$ cat config.mk
export PLATFORM = sky130hd
export DESIGN_NAME = alu_share_arbiter_flat
export DESIGN_NICKNAME = d
export VERILOG_FILES = /design/src/rtl/alu_share_if.sv /design/src/rtl/alu_share_arbiter.sv /design/src/flat_wrapper.sv
export SDC_FILE = /design/constraint.sdc
export NUM_CORES = 1
export LEC_CHECK = 0
export CELL_PAD_IN_SITES_DETAIL_PLACEMENT = 1
export CELL_PAD_IN_SITES_GLOBAL_PLACEMENT = 1
export CORE_UTILIZATION = 31
export CTS_BUF_LIST = sky130_fd_sc_hd__clkbuf_2
export DETAILED_ROUTE_END_ITERATION = 12
export PLACE_DENSITY = 0.85
export SYNTH_ARGS = -nofsm -noshare
export SYNTH_HDL_FRONTEND = slang
export SYNTH_SLANG_ARGS = --single-unit
export TNS_END_PERCENT = 5
$ cat constraint.sdc
create_clock -name clk -period 1.8 [get_ports clk]
set_input_delay 0.36 -clock clk [delete_from_list [all_inputs] [get_ports clk]]
set_output_delay 0.36 -clock clk [all_outputs]
set_load 0.02 [all_outputs]
$ cat src/rtl/alu_share_if.sv
// Bus between the front-end requesters, the shared ALU and the result consumer.
// The arbiter takes the slave view; the surrounding environment takes the master view.
interface alu_share_if;
    logic        req0_valid, req0_ready, req0_cin;
    logic [1:0]  req0_screen;
    logic [2:0]  req0_opcode;
    logic [3:0]  req0_a, req0_b;

    logic        req1_valid, req1_ready, req1_cin;
    logic [1:0]  req1_screen;
    logic [2:0]  req1_opcode;
    logic [3:0]  req1_a, req1_b;

    logic [1:0]  alu_screen;
    logic [2:0]  alu_opcode;
    logic [3:0]  alu_a, alu_b;
    logic        alu_cin, alu_cout, alu_ovf, alu_err;
    logic [11:0] alu_bcd;

    logic        rsp_valid, rsp_ready, rsp_id, rsp_cout, rsp_ovf, rsp_err;
    logic [11:0] rsp_bcd;

    modport slave (
        input  req0_valid, req0_screen, req0_opcode, req0_a, req0_b, req0_cin,
        input  req1_valid, req1_screen, req1_opcode, req1_a, req1_b, req1_cin,
        output req0_ready, req1_ready,
        output alu_screen, alu_opcode, alu_a, alu_b, alu_cin,
        input  alu_cout, alu_ovf, alu_bcd, alu_err,
        output rsp_valid, rsp_id, rsp_cout, rsp_ovf, rsp_err, rsp_bcd,
        input  rsp_ready
    );

    modport master (
        output req0_valid, req0_screen, req0_opcode, req0_a, req0_b, req0_cin,
        output req1_valid, req1_screen, req1_opcode, req1_a, req1_b, req1_cin,
        input  req0_ready, req1_ready,
        input  alu_screen, alu_opcode, alu_a, alu_b, alu_cin,
        output alu_cout, alu_ovf, alu_bcd, alu_err,
        input  rsp_valid, rsp_id, rsp_cout, rsp_ovf, rsp_err, rsp_bcd,
        output rsp_ready
    );
endinterface

$ cat src/rtl/alu_share_arbiter.sv
// Round-robin share of one combinational ALU between two requesters: accept,
// hold operands for SETTLE_CYCLES, capture the ALU flags, return them tagged with the id.
module alu_share_arbiter #(
    parameter int SETTLE_CYCLES = 1
) (
    input  logic       clk,
    input  logic       rst,
    alu_share_if.slave bus
);
    typedef enum logic [1:0] {IDLE, DRIVE, RESP} state_t;

    state_t      state, state_nx;
    logic        last_grant, cur_id, gnt_id, any_vld, accept, settle_done;
    logic [3:0]  settle_cnt;
    logic [13:0] win_op;

    // On a tie the side that did not win last time gets the grant.
    always_comb begin
        any_vld = bus.req0_valid | bus.req1_valid;
        gnt_id  = bus.req1_valid;
        if (bus.req0_valid && bus.req1_valid)
            gnt_id = ~last_grant;
        win_op = gnt_id ? {bus.req1_screen, bus.req1_opcode, bus.req1_a, bus.req1_b, bus.req1_cin}
                        : {bus.req0_screen, bus.req0_opcode, bus.req0_a, bus.req0_b, bus.req0_cin};
    end

    assign accept         = (state == IDLE) && any_vld && !rst;
    assign bus.req0_ready = accept && !gnt_id;
    assign bus.req1_ready = accept && gnt_id;
    assign settle_done    = (state == DRIVE) && (settle_cnt == 4'(SETTLE_CYCLES - 1));

    always_comb begin
        state_nx = state;
        case (state)
            IDLE:    if (accept)        state_nx = DRIVE;
            DRIVE:   if (settle_done)   state_nx = RESP;
            RESP:    if (bus.rsp_ready) state_nx = IDLE;
            default:                    state_nx = IDLE;
        endcase
    end

    always_ff @(posedge clk) begin
        if (rst) begin
            state      <= IDLE;
            last_grant <= 1'b1;
            cur_id     <= 1'b0;
            settle_cnt <= '0;
            {bus.alu_screen, bus.alu_opcode, bus.alu_a, bus.alu_b, bus.alu_cin} <= '0;
            bus.rsp_valid <= 1'b0;
            bus.rsp_id    <= 1'b0;
            bus.rsp_cout  <= 1'b0;
            bus.rsp_ovf   <= 1'b0;
            bus.rsp_err   <= 1'b0;
            bus.rsp_bcd   <= '0;
        end else begin
            state <= state_nx;
            if (accept) begin
                cur_id     <= gnt_id;
                last_grant <= gnt_id;
                settle_cnt <= '0;
                {bus.alu_screen, bus.alu_opcode, bus.alu_a, bus.alu_b, bus.alu_cin} <= win_op;
            end
            if (state == DRIVE && !settle_done)
                settle_cnt <= settle_cnt + 4'd1;
            // ALU outputs are sampled only once the operands have settled.
            if (settle_done) begin
                bus.rsp_valid <= 1'b1;
                bus.rsp_id    <= cur_id;
                bus.rsp_cout  <= bus.alu_cout;
                bus.rsp_ovf   <= bus.alu_ovf;
                bus.rsp_err   <= bus.alu_err;
                bus.rsp_bcd   <= bus.alu_bcd;
            end
            if (state == RESP && bus.rsp_ready)
                bus.rsp_valid <= 1'b0;
        end
    end
endmodule

$ cat src/flat_wrapper.sv
// flat-port wrapper written by rule: the top's interface ports become plain ports
module alu_share_arbiter_flat 
#(
    parameter int SETTLE_CYCLES = 1
)
  (clk, rst, bus_req0_valid, bus_req0_screen, bus_req0_opcode, bus_req0_a, bus_req0_b, bus_req0_cin, bus_req1_valid, bus_req1_screen, bus_req1_opcode, bus_req1_a, bus_req1_b, bus_req1_cin, bus_req0_ready, bus_req1_ready, bus_alu_screen, bus_alu_opcode, bus_alu_a, bus_alu_b, bus_alu_cin, bus_alu_cout, bus_alu_ovf, bus_alu_bcd, bus_alu_err, bus_rsp_valid, bus_rsp_id, bus_rsp_cout, bus_rsp_ovf, bus_rsp_err, bus_rsp_bcd, bus_rsp_ready);
  alu_share_if bus_i ();
  input  logic clk;
  input  logic rst;
  input wire logic [$bits(bus_i.req0_valid)-1:0] bus_req0_valid;
  input wire logic [$bits(bus_i.req0_screen)-1:0] bus_req0_screen;
  input wire logic [$bits(bus_i.req0_opcode)-1:0] bus_req0_opcode;
  input wire logic [$bits(bus_i.req0_a)-1:0] bus_req0_a;
  input wire logic [$bits(bus_i.req0_b)-1:0] bus_req0_b;
  input wire logic [$bits(bus_i.req0_cin)-1:0] bus_req0_cin;
  input wire logic [$bits(bus_i.req1_valid)-1:0] bus_req1_valid;
  input wire logic [$bits(bus_i.req1_screen)-1:0] bus_req1_screen;
  input wire logic [$bits(bus_i.req1_opcode)-1:0] bus_req1_opcode;
  input wire logic [$bits(bus_i.req1_a)-1:0] bus_req1_a;
  input wire logic [$bits(bus_i.req1_b)-1:0] bus_req1_b;
  input wire logic [$bits(bus_i.req1_cin)-1:0] bus_req1_cin;
  output wire logic [$bits(bus_i.req0_ready)-1:0] bus_req0_ready;
  output wire logic [$bits(bus_i.req1_ready)-1:0] bus_req1_ready;
  output wire logic [$bits(bus_i.alu_screen)-1:0] bus_alu_screen;
  output wire logic [$bits(bus_i.alu_opcode)-1:0] bus_alu_opcode;
  output wire logic [$bits(bus_i.alu_a)-1:0] bus_alu_a;
  output wire logic [$bits(bus_i.alu_b)-1:0] bus_alu_b;
  output wire logic [$bits(bus_i.alu_cin)-1:0] bus_alu_cin;
  input wire logic [$bits(bus_i.alu_cout)-1:0] bus_alu_cout;
  input wire logic [$bits(bus_i.alu_ovf)-1:0] bus_alu_ovf;
  input wire logic [$bits(bus_i.alu_bcd)-1:0] bus_alu_bcd;
  input wire logic [$bits(bus_i.alu_err)-1:0] bus_alu_err;
  output wire logic [$bits(bus_i.rsp_valid)-1:0] bus_rsp_valid;
  output wire logic [$bits(bus_i.rsp_id)-1:0] bus_rsp_id;
  output wire logic [$bits(bus_i.rsp_cout)-1:0] bus_rsp_cout;
  output wire logic [$bits(bus_i.rsp_ovf)-1:0] bus_rsp_ovf;
  output wire logic [$bits(bus_i.rsp_err)-1:0] bus_rsp_err;
  output wire logic [$bits(bus_i.rsp_bcd)-1:0] bus_rsp_bcd;
  input wire logic [$bits(bus_i.rsp_ready)-1:0] bus_rsp_ready;
  assign bus_i.req0_valid = bus_req0_valid;
  assign bus_i.req0_screen = bus_req0_screen;
  assign bus_i.req0_opcode = bus_req0_opcode;
  assign bus_i.req0_a = bus_req0_a;
  assign bus_i.req0_b = bus_req0_b;
  assign bus_i.req0_cin = bus_req0_cin;
  assign bus_i.req1_valid = bus_req1_valid;
  assign bus_i.req1_screen = bus_req1_screen;
  assign bus_i.req1_opcode = bus_req1_opcode;
  assign bus_i.req1_a = bus_req1_a;
  assign bus_i.req1_b = bus_req1_b;
  assign bus_i.req1_cin = bus_req1_cin;
  assign bus_req0_ready = bus_i.req0_ready;
  assign bus_req1_ready = bus_i.req1_ready;
  assign bus_alu_screen = bus_i.alu_screen;
  assign bus_alu_opcode = bus_i.alu_opcode;
  assign bus_alu_a = bus_i.alu_a;
  assign bus_alu_b = bus_i.alu_b;
  assign bus_alu_cin = bus_i.alu_cin;
  assign bus_i.alu_cout = bus_alu_cout;
  assign bus_i.alu_ovf = bus_alu_ovf;
  assign bus_i.alu_bcd = bus_alu_bcd;
  assign bus_i.alu_err = bus_alu_err;
  assign bus_rsp_valid = bus_i.rsp_valid;
  assign bus_rsp_id = bus_i.rsp_id;
  assign bus_rsp_cout = bus_i.rsp_cout;
  assign bus_rsp_ovf = bus_i.rsp_ovf;
  assign bus_rsp_err = bus_i.rsp_err;
  assign bus_rsp_bcd = bus_i.rsp_bcd;
  assign bus_i.rsp_ready = bus_rsp_ready;
  alu_share_arbiter #(.SETTLE_CYCLES(SETTLE_CYCLES)) u_core (.clk(clk), .rst(rst), .bus(bus_i));
endmodule
After elaboration in Yosys (flattened, before gate mapping)
Cells that the tools add are included.
- equal/unequal tests: 5
- muxes and demuxes: 8
- reductions and logical operators: 16
- bitwise gates (word level): 2
- add/sub/neg operators: 1
- operator list (operator ; count):
    14-bit 2-to-1 mux ; 1
    1-bit logical AND ; 8
    4-bit 2-to-1 mux ; 2
    2-bit 2-to-1 mux ; 3
    2-bit one-hot mux with 3 select lines ; 1
    4-bit by 1-bit adder with 4-bit output (second input constant) ; 1
    4-bit zero test ; 1
    2-bit by 1-bit inequality test with 1-bit output (second input constant) ; 2
    1-bit zero test ; 3
    3-bit AND reduction ; 1
    2-bit by 1-bit == test with 1-bit output (second input constant) ; 1
    2-bit == test (second input constant) ; 1
    2-bit zero test ; 1
    2-bit inequality test (second input constant) ; 1
    2-bit nonzero test ; 1
    2-bit OR reduction ; 1
    1-bit 2-to-1 mux ; 1
    1-bit inverter ; 1
    1-bit OR ; 1
- flip-flop bits (word level): 39

Longest topological paths before layout
- word-level depth: 5
- mapped depth: 7

Worst setup path before layout
Ideal clock, no wire load.
- path type: register to output
- from: register u_core.state[0]
- to: output port bus_req1_ready
- stages on the path, launching flop included: 5
- path buffers: 1
- arrival time: 1230 ps
- setup slack: 210 ps
- required time: 1440 ps
- path through: dfxtp_1 -> or2_1 -> nor3_4 -> buf_6 -> and2_1
- cells in the longest elaborated chain, start to end: 4
- RTL lines (item ; line ; RTL):
    from (decl) ; alu_share_arbiter.sv:12 ; state_t state, state_nx;
    from (signal assigned) ; alu_share_arbiter.sv:56 ; state <= state_nx;
    2-bit zero test ; alu_share_arbiter.sv:27 ; assign accept = (state == IDLE) && any_vld && !rst;
    1-bit logical AND (2 in series) ; alu_share_arbiter.sv:27 ;
    1-bit logical AND ; alu_share_arbiter.sv:29 ; assign bus.req1_ready = accept && gnt_id;
    to (decl) ; flat_wrapper.sv:23 ; output wire logic [$bits(bus_i.req1_ready)-1:0] bus_req1_ready;
Every way passes these cells.

Final worst setup path
Same ends and word-level chain as after synthesis.

==> impl_results.md <==
- Run status: finished with violations
- Failing checks: negative setup slack
- Core area: 5570 um2
- Number of top-level pins: 81
- Type of the worst min-delay path: in2reg
- Critical path class: reg2out
- Ant diodes: 0
- DRT iter0 DRCs: 69
- DR vias/cell: 5.14
- Internal reg-to-reg setup slack: 110 ps
- Post-Syn Nets: 241
- Synthesized flop and latch total: 39
- Sw frac: 30.6%
- Commonest non-fill, non-tap cells in the layout: clkdlybuf4s50_1 (50), dfxtp_1 (37), buf_4 (20), a21oi_1 (19), nand3_1 (18)
- Hold Crit Endpoint: u_core.bus.rsp_bcd[9]
- Hold Path Stages: 3
- Layout cells sized above 1: 17.5%
- Register share of total power: 45.9%
- Chip width: 78.3 um
- Cells after DPL: 344
- Largest net degree at the start of global routing: 39
- First-pass GRT wire length: 9.19 mm
- Total track usage: 19.4%
- GP Congestion: 0.725
- Net switching power of the design: 0.000647 W
- WHS: 478 ps
- Max FO, Critical Path: 3
- Seq/Total Area, Yosys: 43.2%
- Clock share of power: 25.8%
- Initial Util: 32.4%
- Setup WS post-layout: -24.5 ps
- H-tree levels: 2
- Fillers: 658
- Worst-case vdd ir drop: 325 uV
- Syn Inst Count: 191
- Worst R2R End: u_core.settle_cnt[3]
- # clock sinks: 39
- Non-filler cells, final: 352
- WL per Instance: 15.7 um
- Data required time of the worst path: 1440 ps
- Post-DRT Antenna Nets: 0
- CTS clk-pin slew, worst paths: 220 ps
- Synth warn: 0
- # port buffers: 80
- Yosys cell types: 38
- Slew @ Worst Pin: 395 ps
- DP Wirelength: 4.03 mm
- DIE HEIGHT: 78.3 um
- Max-Cap Viols: 0
- Via count: 1808
- Layout area overhead: 56.5%
- Max frequency: 548 MHz
- Worst-Skew Late Latency: 410 ps
- Reg2Reg Depth: 6
- Reg2reg start: u_core.settle_cnt[0]
- TritonCTS clock tree: built
- Worst Skew: 25.0 ps
- Synthesized area per cell: 9.45 um2
- Worst setup SP type: flop
- Die Footprint: 6130 um2
- Drc violations: 0
- Synth Cell Area: 1810 um2
- Worst setup EP type: output pin
- Grt ovf: 0
- Commonest non-fill, non-tap cell in the layout: clkdlybuf4s50_1
- Nets: 329
- RSZ-0062 raised after global routing: true
- Antenna violations before repair: 0
- WP data arrival: 1460 ps
- Period utilisation layout: 101%
- Num CTS Buffers: 5
- Min cycle time layout: 1820 ps
- Max-slew headroom: 73.6%
- Hold Fails Final Rpt: 0
- Clock buffer depth: 2
- Vias in the first global route: 1873
- CTS root buffer: clkbuf_2
- Static Leakage: 1.26 nW
- Final setup viols: 1
- Row count: 27
- Comb pwr share: 28.3%
- PwrDens: 749 nW/um2
- Min-delay src: bus_alu_bcd[9]
- Pins over their slew limit: 0
- P_int: 0.00147 W
- Final Routed Wirelength: 5.52 mm
- Pre-antenna DRT Iters: 2
-- cell type report --
| class | count | area [um2] | share of cell area (%) |
|---|---|---|---|
| inverters | 7 | 26.3 | 0.930 |
| flip-flops and latches | 39 | 783 | 27.7 |
| multi-input cells | 126 | 885 | 31.3 |
| repair buffers | 100 | 972 | 34.4 |
| clock inverters | 3 | 43.8 | 1.55 |
| clock buffers | 5 | 25.0 | 0.886 |
| well taps | 72 | 90.1 | 3.19 |
-- kinds of logic after synthesis --
| kind of cell | after synthesis | synth area share [%] |
|---|---|---|
| buf+inv | 26 | 8.59 |
| simple gates | 37 | 12.3 |
| fa+ha+maj | 2 | 1.39 |
| compound gates | 73 | 26.8 |
| flops | 39 | 43.2 |
| mux | 14 | 7.76 |
-- worst max-delay path, cell delays in order, from the launching register on --
cell	delay (ps)
dfxtp_2	390
or2_4	270
nor3_4	120
and2_4	160
buf_6	110
-- per-stage QoR --
| stage | total power (W) | util, % | TNS [ps] | setup WS (ps) | area, um2 |
|---|---|---|---|---|---|
| CTS | 0.00216 | 50.0 | -84.9 | -54.6 | 2790 |
| finish | 0.00212 | 50.7 | -24.5 | -24.5 | 2830 |
| global placement | 0.00159 | 49.0 | -1290 | -459 | 2730 |
| detailed placement | 0.00161 | 49.0 | -1670 | -475 | 2730 |
| global route | 0.00224 | 50.7 | -165 | -122 | 2830 |
| floorplan | 0.00130 | - | 0 | 210 | 1810 |
-- worst max-delay path by stage --
| stage | start | endpoint | slack, ps |
|---|---|---|---|
| floorplan | u_core.state[0] | bus_req1_ready | 210 |
| detailed placement | bus_req0_valid | bus_req0_ready | -480 |
| global route | u_core.state[0] | bus_req1_ready | -120 |
| global placement | bus_req0_valid | bus_req0_ready | -460 |
| CTS | u_core.state[0] | bus_req1_ready | -50 |
| finish | u_core.state[0] | bus_req1_ready | -20 |
-- flip-flops by register name, indices dropped and copies added (netlist names), 2 cells and up --
register / cells
u_core.bus.alu_opcode: 3
u_core.settle_cnt: 4
u_core.bus.alu_b: 4
u_core.bus.alu_a: 4
u_core.state: 2
u_core.bus.alu_screen: 2
u_core.bus.rsp_bcd: 12
-- per-layer routing --
layer  share of wire (%)  global-route usage (%)
met2                  50                    33.7
met3                 3.5                    3.72
met1                  44                    23.2
met5                   0                       0
met4                 1.9                    8.15
-- cells in the mapped netlist --
master      n  area share [%]
a211oi_1   13             5.4
a21boi_0    1            0.42
a21boi_2    1            0.62
a21oi_1    19             5.3
a22o_1      1            0.49
a2bb2oi_1   1            0.49
a311oi_1    1            0.49
a31oi_1    13             4.5
and2_1      1            0.35
buf_1       2            0.42
buf_2       4             1.1
buf_4       5             2.1
buf_6       3             1.9
buf_8       1            0.83
clkbuf_1    4            0.83
clkinv_1    1            0.21
dfxtp_1    39              43
ha_1        2             1.4
inv_1       6             1.2
mux2i_1    14             7.8
nand2b_1    1            0.35
nand3_1    18             5.0
nand4_1     3             1.0
nor2_1      5             1.0
nor2b_1     1            0.35
nor3_4      1            0.90
nor3b_1     1            0.42
nor3b_2     1            0.69
o21ai_0     9             2.5
o21ai_2     8             3.9
o2bb2ai_1   1            0.49
o311ai_1    1            0.49
o31ai_1     3             1.2
o32ai_1     1            0.49
or2_1       2            0.69
or3b_1      1            0.49
or4_1       1            0.42
or4b_1      1            0.55
-- power groups by stage --
| stage | logic, W | clock network, W | registers, W |
|---|---|---|---|
| floorplan | 0.000240 | 0 | 0.00106 |
| global placement | 0.000608 | 0 | 0.000986 |
| detailed placement | 0.000623 | 0 | 0.000988 |
| CTS | 0.000608 | 0.000578 | 0.000972 |
| global route | 0.000644 | 0.000618 | 0.000981 |
| finish | 0.000598 | 0.000547 | 0.000971 |
-- timing repair --
item	4_1_cts	5_1_grt
setup endpoints to repair	18	16
pin swaps	1	1
gates resized for setup	31	15
setup buffers	0	0
hold buffers	0	0
Note: power is estimated with default switching activity, not from simulation.
